`src/rtl/nibble_add_ctrl_if.sv`:
```
`default_nettype none
// ============================================================================
// Module   : nibble_add_ctrl_if
// Brief    : Operand/result bus and external 4-bit adder hookup for the
//            nibble-serial add controller.
// Revision : 1.0  initial release
// ============================================================================
interface nibble_add_ctrl_if #(
  parameter int N = 4
);
  localparam int c_width = 4 * N;

  logic               start;
  logic [c_width-1:0] x;
  logic [c_width-1:0] y;
  logic               cin;
  logic [3:0]         a;
  logic [3:0]         b;
  logic               ci;
  logic [3:0]         s;
  logic               co;
  logic [c_width-1:0] sum;
  logic               cout;
  logic               ovf;
  logic               busy;
  logic               done;

  // The master side also hosts the external ripple-carry adder (s, co).
  modport master (
    output start, x, y, cin, s, co,
    input  a, b, ci, sum, cout, ovf, busy, done
  );

  modport slave (
    input  start, x, y, cin, s, co,
    output a, b, ci, sum, cout, ovf, busy, done
  );
endinterface
`default_nettype wire

```
`src/rtl/nibble_add_ctrl.sv`:
```
`default_nettype none
// ============================================================================
// Module   : nibble_add_ctrl
// Brief    : Drives an external 4-bit adder one nibble per cycle to add two
//            4*N-bit operands; reports sum, carry-out and signed overflow.
// Revision : 1.0  initial release
// ============================================================================
module nibble_add_ctrl #(
  parameter int N = 4
) (
  input  wire logic        clk,
  input  wire logic        rst,
  nibble_add_ctrl_if.slave bus
);
  localparam int c_width = 4 * N;
  localparam int c_cnt_w = (N > 1) ? $clog2(N) : 1;

  typedef enum logic [1:0] {
    IDLE = 2'd0,
    ADD  = 2'd1,
    FIN  = 2'd2
  } state_t;

  state_t             r_state;
  logic [c_width-1:0] r_x;
  logic [c_width-1:0] r_y;
  logic [c_width-1:0] r_psum;
  logic [c_width-1:0] r_sum;
  logic [c_cnt_w-1:0] r_cnt;
  logic               r_carry;
  logic               r_x_msb;
  logic               r_y_msb;
  logic               r_cout;
  logic               r_ovf;
  logic               r_busy;
  logic               r_done;

  logic [c_width-1:0] w_psum_next;
  logic               w_last;

  assign w_psum_next = (c_width'(bus.s) << (c_width - 4)) | (r_psum >> 4);
  assign w_last      = (r_cnt == c_cnt_w'(N - 1));

  always_ff @(posedge clk or posedge rst) begin
    if (rst) begin
      r_state <= IDLE;
      r_x     <= '0;
      r_y     <= '0;
      r_psum  <= '0;
      r_sum   <= '0;
      r_cnt   <= '0;
      r_carry <= 1'b0;
      r_x_msb <= 1'b0;
      r_y_msb <= 1'b0;
      r_cout  <= 1'b0;
      r_ovf   <= 1'b0;
      r_busy  <= 1'b0;
      r_done  <= 1'b0;
    end else begin
      case (r_state)
        IDLE: begin
          if (bus.start) begin
            r_x     <= bus.x;
            r_y     <= bus.y;
            r_carry <= bus.cin;
            r_x_msb <= bus.x[c_width-1];
            r_y_msb <= bus.y[c_width-1];
            r_cnt   <= '0;
            r_psum  <= '0;
            r_busy  <= 1'b1;
            r_state <= ADD;
          end
        end
        ADD: begin
          r_psum <= w_psum_next;
          r_x    <= r_x >> 4;
          r_y    <= r_y >> 4;
          r_cnt  <= r_cnt + c_cnt_w'(1);
          if (w_last) begin
            r_sum   <= w_psum_next;
            r_cout  <= bus.co;
            r_ovf   <= (r_x_msb == r_y_msb) && (bus.s[3] != r_x_msb);
            // Carry is parked at zero so ci idles low once the shifters drain.
            r_carry <= 1'b0;
            r_busy  <= 1'b0;
            r_done  <= 1'b1;
            r_state <= FIN;
          end else begin
            r_carry <= bus.co;
          end
        end
        FIN: begin
          r_done  <= 1'b0;
          r_state <= IDLE;
        end
        default: begin
          r_busy  <= 1'b0;
          r_done  <= 1'b0;
          r_state <= IDLE;
        end
      endcase
    end
  end

  // Shift registers are empty outside ADD, so a/b read zero in IDLE and FIN.
  assign bus.a    = r_x[3:0];
  assign bus.b    = r_y[3:0];
  assign bus.ci   = r_carry;
  assign bus.sum  = r_sum;
  assign bus.cout = r_cout;
  assign bus.ovf  = r_ovf;
  assign bus.busy = r_busy;
  assign bus.done = r_done;
endmodule
`default_nettype wire

```
`src/flat_wrapper.sv`:
```
// flat-port wrapper written by rule: the top's interface ports become plain ports
module nibble_add_ctrl_flat 
#(
  parameter int N = 4
)
  (clk, rst, bus_start, bus_x, bus_y, bus_cin, bus_s, bus_co, bus_a, bus_b, bus_ci, bus_sum, bus_cout, bus_ovf, bus_busy, bus_done);
  nibble_add_ctrl_if #(.N(N)) bus_i ();
  input  wire logic clk;
  input  wire logic rst;
  input wire logic [$bits(bus_i.start)-1:0] bus_start;
  input wire logic [$bits(bus_i.x)-1:0] bus_x;
  input wire logic [$bits(bus_i.y)-1:0] bus_y;
  input wire logic [$bits(bus_i.cin)-1:0] bus_cin;
  input wire logic [$bits(bus_i.s)-1:0] bus_s;
  input wire logic [$bits(bus_i.co)-1:0] bus_co;
  output wire logic [$bits(bus_i.a)-1:0] bus_a;
  output wire logic [$bits(bus_i.b)-1:0] bus_b;
  output wire logic [$bits(bus_i.ci)-1:0] bus_ci;
  output wire logic [$bits(bus_i.sum)-1:0] bus_sum;
  output wire logic [$bits(bus_i.cout)-1:0] bus_cout;
  output wire logic [$bits(bus_i.ovf)-1:0] bus_ovf;
  output wire logic [$bits(bus_i.busy)-1:0] bus_busy;
  output wire logic [$bits(bus_i.done)-1:0] bus_done;
  assign bus_i.start = bus_start;
  assign bus_i.x = bus_x;
  assign bus_i.y = bus_y;
  assign bus_i.cin = bus_cin;
  assign bus_i.s = bus_s;
  assign bus_i.co = bus_co;
  assign bus_a = bus_i.a;
  assign bus_b = bus_i.b;
  assign bus_ci = bus_i.ci;
  assign bus_sum = bus_i.sum;
  assign bus_cout = bus_i.cout;
  assign bus_ovf = bus_i.ovf;
  assign bus_busy = bus_i.busy;
  assign bus_done = bus_i.done;
  nibble_add_ctrl #(.N(N)) u_core (.clk(clk), .rst(rst), .bus(bus_i));
endmodule
```
`config.mk`:
```
export PLATFORM = sky130hd
export DESIGN_NAME = nibble_add_ctrl_flat
export DESIGN_NICKNAME = d
export VERILOG_FILES = /design/src/rtl/nibble_add_ctrl_if.sv /design/src/rtl/nibble_add_ctrl.sv /design/src/flat_wrapper.sv
export SDC_FILE = /design/constraint.sdc
export NUM_CORES = 1
export LEC_CHECK = 0
export ABC_AREA = 1
export CAP_MARGIN = 40
export CORE_ASPECT_RATIO = 1.4
export CORE_MARGIN = 1.5
export CORE_UTILIZATION = 46
export CTS_CLUSTER_SIZE = 20
export DETAILED_ROUTE_END_ITERATION = 10
export GPL_TIMING_DRIVEN = 0
export PLACE_DENSITY = 0.76
export REMOVE_ABC_BUFFERS = 1
export SETUP_SLACK_MARGIN = 0.02
export SLEW_MARGIN = 30
export SYNTH_ARGS = -nofsm -noshare
export SYNTH_HDL_FRONTEND = slang
export SYNTH_SLANG_ARGS = --single-unit
```
`constraint.sdc`:
```
create_clock -name clk -period 2 [get_ports clk]
set_clock_uncertainty 0.05 [all_clocks]
set_input_delay 0.2 -clock clk [delete_from_list [all_inputs] [get_ports clk]]
set_output_delay 0.2 -clock clk [all_outputs]
set_load 0.01 [all_outputs]
```
After elaboration in Yosys (flattened, before gate mapping):

Index checks and enable logic that the tools add are counted.

* reduce and logical (&&, ||, !) cells: 9
* mux-type cells: 19
* multipliers: 0
* magnitude comparators: 0
* $add $sub $neg: 1
* equal/unequal tests: 7
* bitwise logic cells: 3
* shift-type cells: 0
* div/mod/pow operators: 0

Operators by type and width (number)
* $pmux W16 S2: 3
* $mux W16: 3
* $or A16 B12 Y16: 1
* $reduce_and A2 Y1: 5
* $pmux W2 S2: 2
* $mux W2: 3
* $mux W1: 5
* $eq A2 B2 Y1 const B: 2
* $pmux W1 S2: 2
* $pmux W1 S3: 1
* $reduce_and A3 Y1: 1
* $add A2 B1 Y2 const B: 1
* $eq A2 B1 Y1 const B: 1
* $logic_not A2 Y1: 1
* $ne A2 B1 Y1 const B: 1
* $ne A2 B2 Y1 const B: 1
* $not A1 Y1: 2
* $reduce_bool A2 Y1: 1
* $eq A1 B1 Y1: 1
* $logic_and A1 B1 Y1: 1
* $ne A1 B1 Y1: 1

* memories: 0
* logic and storage cells: 52
* register bits after elaboration: 75
* RAM bits: 0
* output and inout bits: 29
* memory bits (read-only): 0
* input bits: 41
* bits in latches: 0

Logic depth before layout (Yosys ltp):

Gate-level depths: netlist (run 1).

* depth in word-level cells: 3
* depth in mapped cells: 7
* gate-level depth less buffers: 6

Worst setup path after synthesis (run 1):

OpenSTA, ideal clock, no wires.

* kind: register to register
* start: reg u_core.r_state[1]
* end: reg u_core.r_sum[1] (netlist: u_core.bus.sum[1])
* path buffers: 1
* cell stages (with the launch flop): 6
* library setup time: 118 ps
* arrival: 1002 ps
* clock period less this slack: 1170 ps
* required time: 1832 ps
* slack: 830 ps
* cells stage by stage: dfrtp_1 > nor2_4 > nand2_4 > buf_6 > nand2_1 > o21ai_2

* longest elaborated chain between the ends: 2

RTL lines
* from (decl): line nibble_add_ctrl.sv:24 `state_t r_state;`
* from (signal assigned): line nibble_add_ctrl.sv:46 `r_state <= IDLE;`
* from (signal assigned): line nibble_add_ctrl.sv:71 `r_state <= ADD;`
* from (signal assigned): line nibble_add_ctrl.sv:87 `r_state <= FIN;`
* $eq A2 B1 Y1: line nibble_add_ctrl.sv:60 `case (r_state)`
* $reduce_and A2 Y1 (no source line)
* to (signal assigned): line nibble_add_ctrl.sv:80 `r_sum <= w_psum_next;`
* to (decl): line nibble_add_ctrl.sv:28 `logic [c_width-1:0] r_sum;`

Every way passes these cells.
A chain may end at the register's enable or synchronous reset.

Worst setup path after layout (run 1):

* start: reg u_core.r_state[0]
* end: reg u_core.r_sum[13] (netlist: u_core.bus.sum[13])

The elaborated chain is that of the path after synthesis.

==> impl_results.md, run 1 <==
- PwrDens: around 1600 nW/um^2
- Total Routing Usage GR: 0.190
- DR vias: between 2k and 3k
- Post-synth cell types: 18
- Die Height: 103 um
- Maximum clock frequency: ~540 MHz
- Crit end category: flip-flop
- Core area: ~6900 sq um
- H-tree Lvls: 3
- Critical path class: flip-flop to flip-flop
- Post-route DRC: 0
- Final Core Density: 0.604
- Most common cell after layout, fill and taps aside: nand2_1
- Synthesized area per cell: roughly 8.6 sq um
- Gpl congestion: about 0.74
- Hold crit path type: input port to asynchronous set/reset pin
- Clock tree sinks: between 70 and 80
- Port Buffers: just under 70
- Synthesized cell area: approximately 3300 sq um
- Final period util: 0.923
- Yosys reg bits: just over 70
- Status: finished, final reports clean
- Max-cap violations: 0
- First-pass GRT wire length: approximately 11000 um
- Final setup violation count: 0
- TritonCTS clock tree: built
- 1st-iter DRT viols: between 150 and 200
- Row count: 36
- Chip Width: around 75 um
- Synth top area share: 0.539
- Initial antenna violation count: 0
- Worst Path Required: between 2 and 2.5 ns
- Grt ovf: 0
- Vias in the first global route: 2493
- Critical path data arrival time: about 2.0 ns
- Clk Latency, worst-skew pair: 0.34 ns
- Number of max-slew violations in the final report: 0
- Seq/Total Area, Yosys: 0.539
- RSZ-0062 raised after global routing: yes
- Slew margin rel.: 0.512
- WL per Instance: between 10 and 15 um
- Yosys warns: 0
- Total routed wirelength: approximately 6400 um
- Minimum clock period: roughly 1.8 ns
- Via/cell ratio: around 4.7
- Share of layout cells above drive strength 1: 0.0946
- Die area: a little under 8000 sq um
- Final Hold Fails: 0
- Synth top area cells: dfrtp_1, nand2_1, inv_1
- Critical path peak fanout: 36
- Worst Tran Pin Value: ~0.73 ns
- IO Pins: 70
- Setup Buffers After CTS: 0
- Drt first pass iters: 4
- Hold slack: between 0.1 and 0.15 ns
- Number of buffers created by CTS: 9
- Most frequent cells in the layout: nand2_1, dfrtp_1, inv_1, clkdlybuf4s50_1, nand3_1
- Leak: around 2.1 nW
- Area Overhead vs Synth: 27.0%
- Worst-case clock buffer depth: 2
- Ant diodes: 0
- Post-Syn Instances: slightly below 400
- Post-Layout Cell Count: between 500 and 600
- Starting Density: 0.475
- Nets: about 480
- Root buf cell: clkbuf_8
- Yosys top cell by area: dfrtp_1
- Placed Instances: ~520
- Clk pin slew, worst setup/hold paths: ~0.070 ns
- Crit path launch type: flip-flop
- Antenna Nets Post-Route: 0
- Pin count of the biggest net entering global routing: 67
- Detailed placement HPWL: approximately 4100 um
- Peak supply drop: around 700 uV
## worst max-delay path, stage by stage (launching register included)
cell	delay, ns
dfrtp_1	0.52
inv_2	0.08
nor2_4	0.57
nand2_8	0.28
nand2_1	0.15
o21ai_2	0.06
## sequential cells by signal, summed over array words and instances (netlist names)
signal,cells
u_core.r_psum,12
u_core.bus.busy,1
u_core.bus.ovf,1
u_core.r_y_msb,1
u_core.bus.ci,1
u_core.bus.done,1
u_core.r_y,16
u_core.bus.cout,1
u_core.r_x,16
u_core.r_cnt,2
u_core.r_x_msb,1
u_core.r_state,2
u_core.bus.sum,16
## area by class of cell
class | instances | area, sq um
clock buffer | 13 | 159
clock inverter | 3 | 65.1
fill | 643 | 2750
inverter | 72 | 273
multi-input combinational | 214 | 1060
sequential | 71 | 1780
tap | 95 | 119
timing repair buffer | 71 | 731
## timing repair
item	4_1_cts	5_1_grt
hold buffers	0	0
gates resized for setup	1	3
pin swaps	0	1
endpoints found under the hold margin	0	0
setup endpoints to repair	10	54
## kinds of logic after synthesis
group	count (synthesis)	share of synthesized area
buf+inv	100	0.148
flops	71	0.539
fa+ha+maj	1	0.00379
simple gates	168	0.217
compound gates	45	0.0926
## path summary, 6_finish.rpt
path | cells past startpoint | start | slack [ns] | endpoint
min in group clk | 3 | bus_y[12] | 0.37 | u_core.r_y[12]
worst max register to register | 5 | u_core.r_state[0] | 0.15 | u_core.bus.sum[13]
worst min register to register | 1 | u_core.r_cnt[0] | 0.43 | u_core.r_cnt[0]
worst max-delay path | 5 | u_core.r_state[0] | 0.15 | u_core.bus.sum[13]
worst min-delay path | 2 | rst | 0.15 | u_core.r_y[1]
max in group asynchronous | 3 | rst | 1.21 | u_core.bus.ovf
## cells in the mapped netlist (all sizes together)
cell type and instances:
nor2 5, a21oi 1, ha 1, inv 72, nand2 112, nand3 51
o21ai 31, o22ai 13, buf 28, dfrtp 71
## metrics by stage
stage	instance area [sq um]	TNS, ns	power, mW	setup slack [ns]
6_report	4190	0	6.61	0.153
5_1_grt	4190	-0.0203	7.19	-0.00920
4_1_cts	4170	0	6.66	0.0100
3_5_place_dp	3940	-2.20	5.35	-0.227
3_3_place_gp	3890	-161.65	5.09	-1.72
2_1_floorplan	3080	-33.09	4.19	-0.671
## per-layer routing
layer | wire, um | GRT usage | share of wire | vias up
met1 | 2900 | 0.227 | 0.45 | 1168
li1 | - | - | - | 1293
met2 | 3150 | 0.321 | 0.49 | 67
met4 | 105 | 0.0951 | 0.016 | 0
met5 | 0 | 0 | 0 | -
met3 | 240 | 0.0388 | 0.038 | 9
## power by group
part           switching [mW]  leakage, nW  internal (mW)  total, mW
sequential              0.325        0.891           2.10       2.43
clock                   0.514        0.114          0.770       1.28
combinational            1.66         1.11           1.24       2.89
total                    2.50         2.11           4.11       6.61
No activity file was read; power rests on OpenSTA's default activity.
==> run 2: changes to the inputs <==
- CORE_UTILIZATION: 46 -> 40
- PLACE_DENSITY: 0.76 -> 0.68
==> run 2 against run 1 <==
  * Die area grew 14%
  * Maximum frequency up 1.1%
  * Count of clock-buffer cells in the layout fell by 3
  * Combinational power grew 2%
  * Utilization fell by 7.4 points
  * Sequential share of layout area is 0.99 points lower
  * Via count increased by 1.4%
  * Cell count increased by 1.5%
  * Sequential cell count is the same
  * Total power is 5.9% higher
  * Routed wire length increased by 8.1%
  * Largest power group unchanged
  * Highest routed layer unchanged
==> impl_results.md, run 2 (synthesis results as in run 1) <==
- Status: finished, final reports clean
- Met1 Resource Use GR: 0.220 (-0.00677)
- Clk pin slew, worst setup/hold paths: 0.06 ns (about the same)
- Critical path class: flip-flop to flip-flop
- DR vias: 2572 (+1.4%)
- Dpl ws: -0.279 ns (-0.0528 ns)
- Post-Layout Cell Count: 547 (+1.5%)
- Number of buffers created by CTS: 9 (unchanged)
- Via/cell ratio: 4.70 (-0.10%)
- Total Power: 7.00 mW (+5.9%)
- First-pass GRT wire length: 11700 um (+5.9%)
- Total of fill cells in the finished design: 822 (+28%)
- Detailed placement HPWL: 4250 um (+3.4%)
- Starting Density: 0.407 (-0.0683)
- Net Sw Power: 2.64 mW (+5.8%)
- Grt ovf: 0 (unchanged)
- Total routed wirelength: 6910 um (+8.1%)
- Share of power burned in combinational logic: 0.421 (-0.017)
- Internal: 4.35 mW (+6.0%)
- Hold slack: 0.182 ns (+0.0364 ns)
- DP Area: 3950 sq um (+0.22%)
- H-tree Lvls: 3 (unchanged)
- Flop-to-flop setup slack: 0.17 ns (+0.02 ns)
- Total Routing Usage GR: 0.171 (-0.0188)
- Worst-case clock buffer depth: 2 (unchanged)
- Switching Fraction: 0.378 (about the same)
- Ant diodes: 0 (unchanged)
- Initial antenna violation count: 0 (unchanged)
- Post-route DRC: 0 (unchanged)
- Final Core Density: 0.529 (-0.0744)
- Seq. cell area: 1780 sq um (unchanged)
- Worst Path Required: 2.17 ns (about the same)
- Minimum clock period: 1.83 ns (-0.0194 ns)
- Slew margin rel.: 0.529 (+0.0172)
- Crit end category: flip-flop
- Final Hold Fails: 0 (unchanged)
- Die area: 8810 sq um (+14%)
- M3 GR Usage: 0.0455 (+0.00669)
- Drt first pass iters: 4 (unchanged)
- TritonCTS clock tree: built
- Port Buffers: 69 (unchanged)
- Reg2reg start: u_core.r_state[1]
- Critical path peak fanout: 66 (+83%)
- Final instance area: 4290 sq um (+2.4%)
- Final setup violation count: 0 (unchanged)
- Most common cell after layout, fill and taps aside: nand2_1
- Antenna Nets Post-Route: 0 (unchanged)
- Share of layout cells above drive strength 1: 0.101 (+0.00653)
- PwrDens: 1630 nW/um^2 (+3.4%)
- Row count: 39 (+8.3%)
- Core area: 8100 sq um (+17%)
- Clock tree sinks: 71 (unchanged)
- Area Overhead vs Synth: 30.0%
- RSZ-0062 raised after global routing: no
- Gpl congestion: 0.697 (-5.3%)
- Crit path launch type: flip-flop
- Number of max-slew violations in the final report: 0 (unchanged)
- Vias in the first global route: 2492 (-0.040%)
- Critical path data arrival time: 2.00 ns (-0.03 ns)
- Grt peak-use layer: met2
- Most frequent cells in the layout: nand2_1, dfrtp_1, inv_1, clkdlybuf4s50_1, nand3_1
- Setup Buffers After CTS: 0 (unchanged)
- Leak: 2.14 nW (+1.3%)
- IO Pins: 70 (unchanged)
- Clk Latency, worst-skew pair: 0.33 ns (about the same)
- Nets: 482 (+0.21%)
- Seq pwr share: 0.348 (-0.019)
- Placed Instances: 530 (+1.3%)
- Max-cap violations: 0 (unchanged)
- WL per Instance: 12.6 um (+6.5%)
- Pin count of the biggest net entering global routing: 67 (unchanged)
- Met2 Resource Use GR: 0.272 (-0.0491)
- Final setup TNS: 0 ns (unchanged)
- Crit. Startpoint: u_core.r_state[1]
- Min setup slack post-route: 0.173 ns (+0.0194 ns)
- Final period util: 0.914 (-0.00971)
- Worst Tran Pin Value: 0.706 ns (-0.0248 ns)
- Area occupied by multi-input gates: 1070 sq um (+0.59%)
- Die Height: 110 um (+7.0%)
- Hold crit path type: input port to asynchronous set/reset pin
- Chip Width: 79.7 um (+6.9%)
- Root buf cell: clkbuf_16
- Peak supply drop: 892 uV (+25%)
- 1st-iter DRT viols: 142 (-16%)
- Maximum clock frequency: 547 MHz (+1.1%)
- Clock share of power: 0.231 (+0.037)
-- run 2: cell count changes in the layout (fill, tap and decap cells not counted) --
cell	before	now
nor2_2	1	2
clkbuf_16	0	9
clkinv_4	0	2
clkbuf_8	11	1
clkinvlp_4	0	3
bufinv_16	2	1
clkinv_2	1	0
clkbuf_1	2	0
-- run 2: power groups by stage --
| stage | sequential, mW | clock (mW) | combinational [mW] |
|---|---|---|---|
| CTS | 2.44 | 1.66 | 2.98 |
| global route | 2.51 | 1.73 | 3.36 |
| floorplan | 2.52 | 0 | 1.66 |
| global placement | 2.38 | 0 | 2.69 |
| detailed placement | 2.45 | 0 | 2.93 |
| finish | 2.44 | 1.62 | 2.94 |
-- run 2: critical path: stages, from the launching register on --
cell and delay [ns]:
dfrtp_1 0.49, inv_2 0.14, nand2_8 0.32, nand2_2 0.27, buf_12 0.25, nand3_1 0.12, nand2_1 0.06
-- run 2: what timing repair did --
item	CTS	global route
setup endpoints to repair	29	18
hold buffers	0	0
hold endpoints to repair	0	0
gates resized for setup	4	0
cloned	0	1
pin swaps	0	1
-- run 2: final cells by class --
type                    instances  area share
repair buffers                 71       0.170
clock inverters                 6      0.0163
flip-flops and latches         71       0.414
multi-input cells             215       0.250
well taps                     102      0.0298
inverters                      72      0.0636
clock buffers                  10      0.0557
-- run 2: layer usage --
metal  share of wire  wire length, um
met4           0.015              107
met1            0.45             3130
met2            0.49             3420
met5               0                0
met3           0.036              252
-- run 2: final timing paths --
check,to,depth (start not counted)
min in group clk,u_core.r_y[13],3
worst max register to register,u_core.r_x[5],6
worst min register to register,u_core.bus.sum[12],2
max in group asynchronous,u_core.r_y[5],3
worst max-delay path,u_core.r_x[5],6
worst min-delay path,u_core.bus.sum[9],2
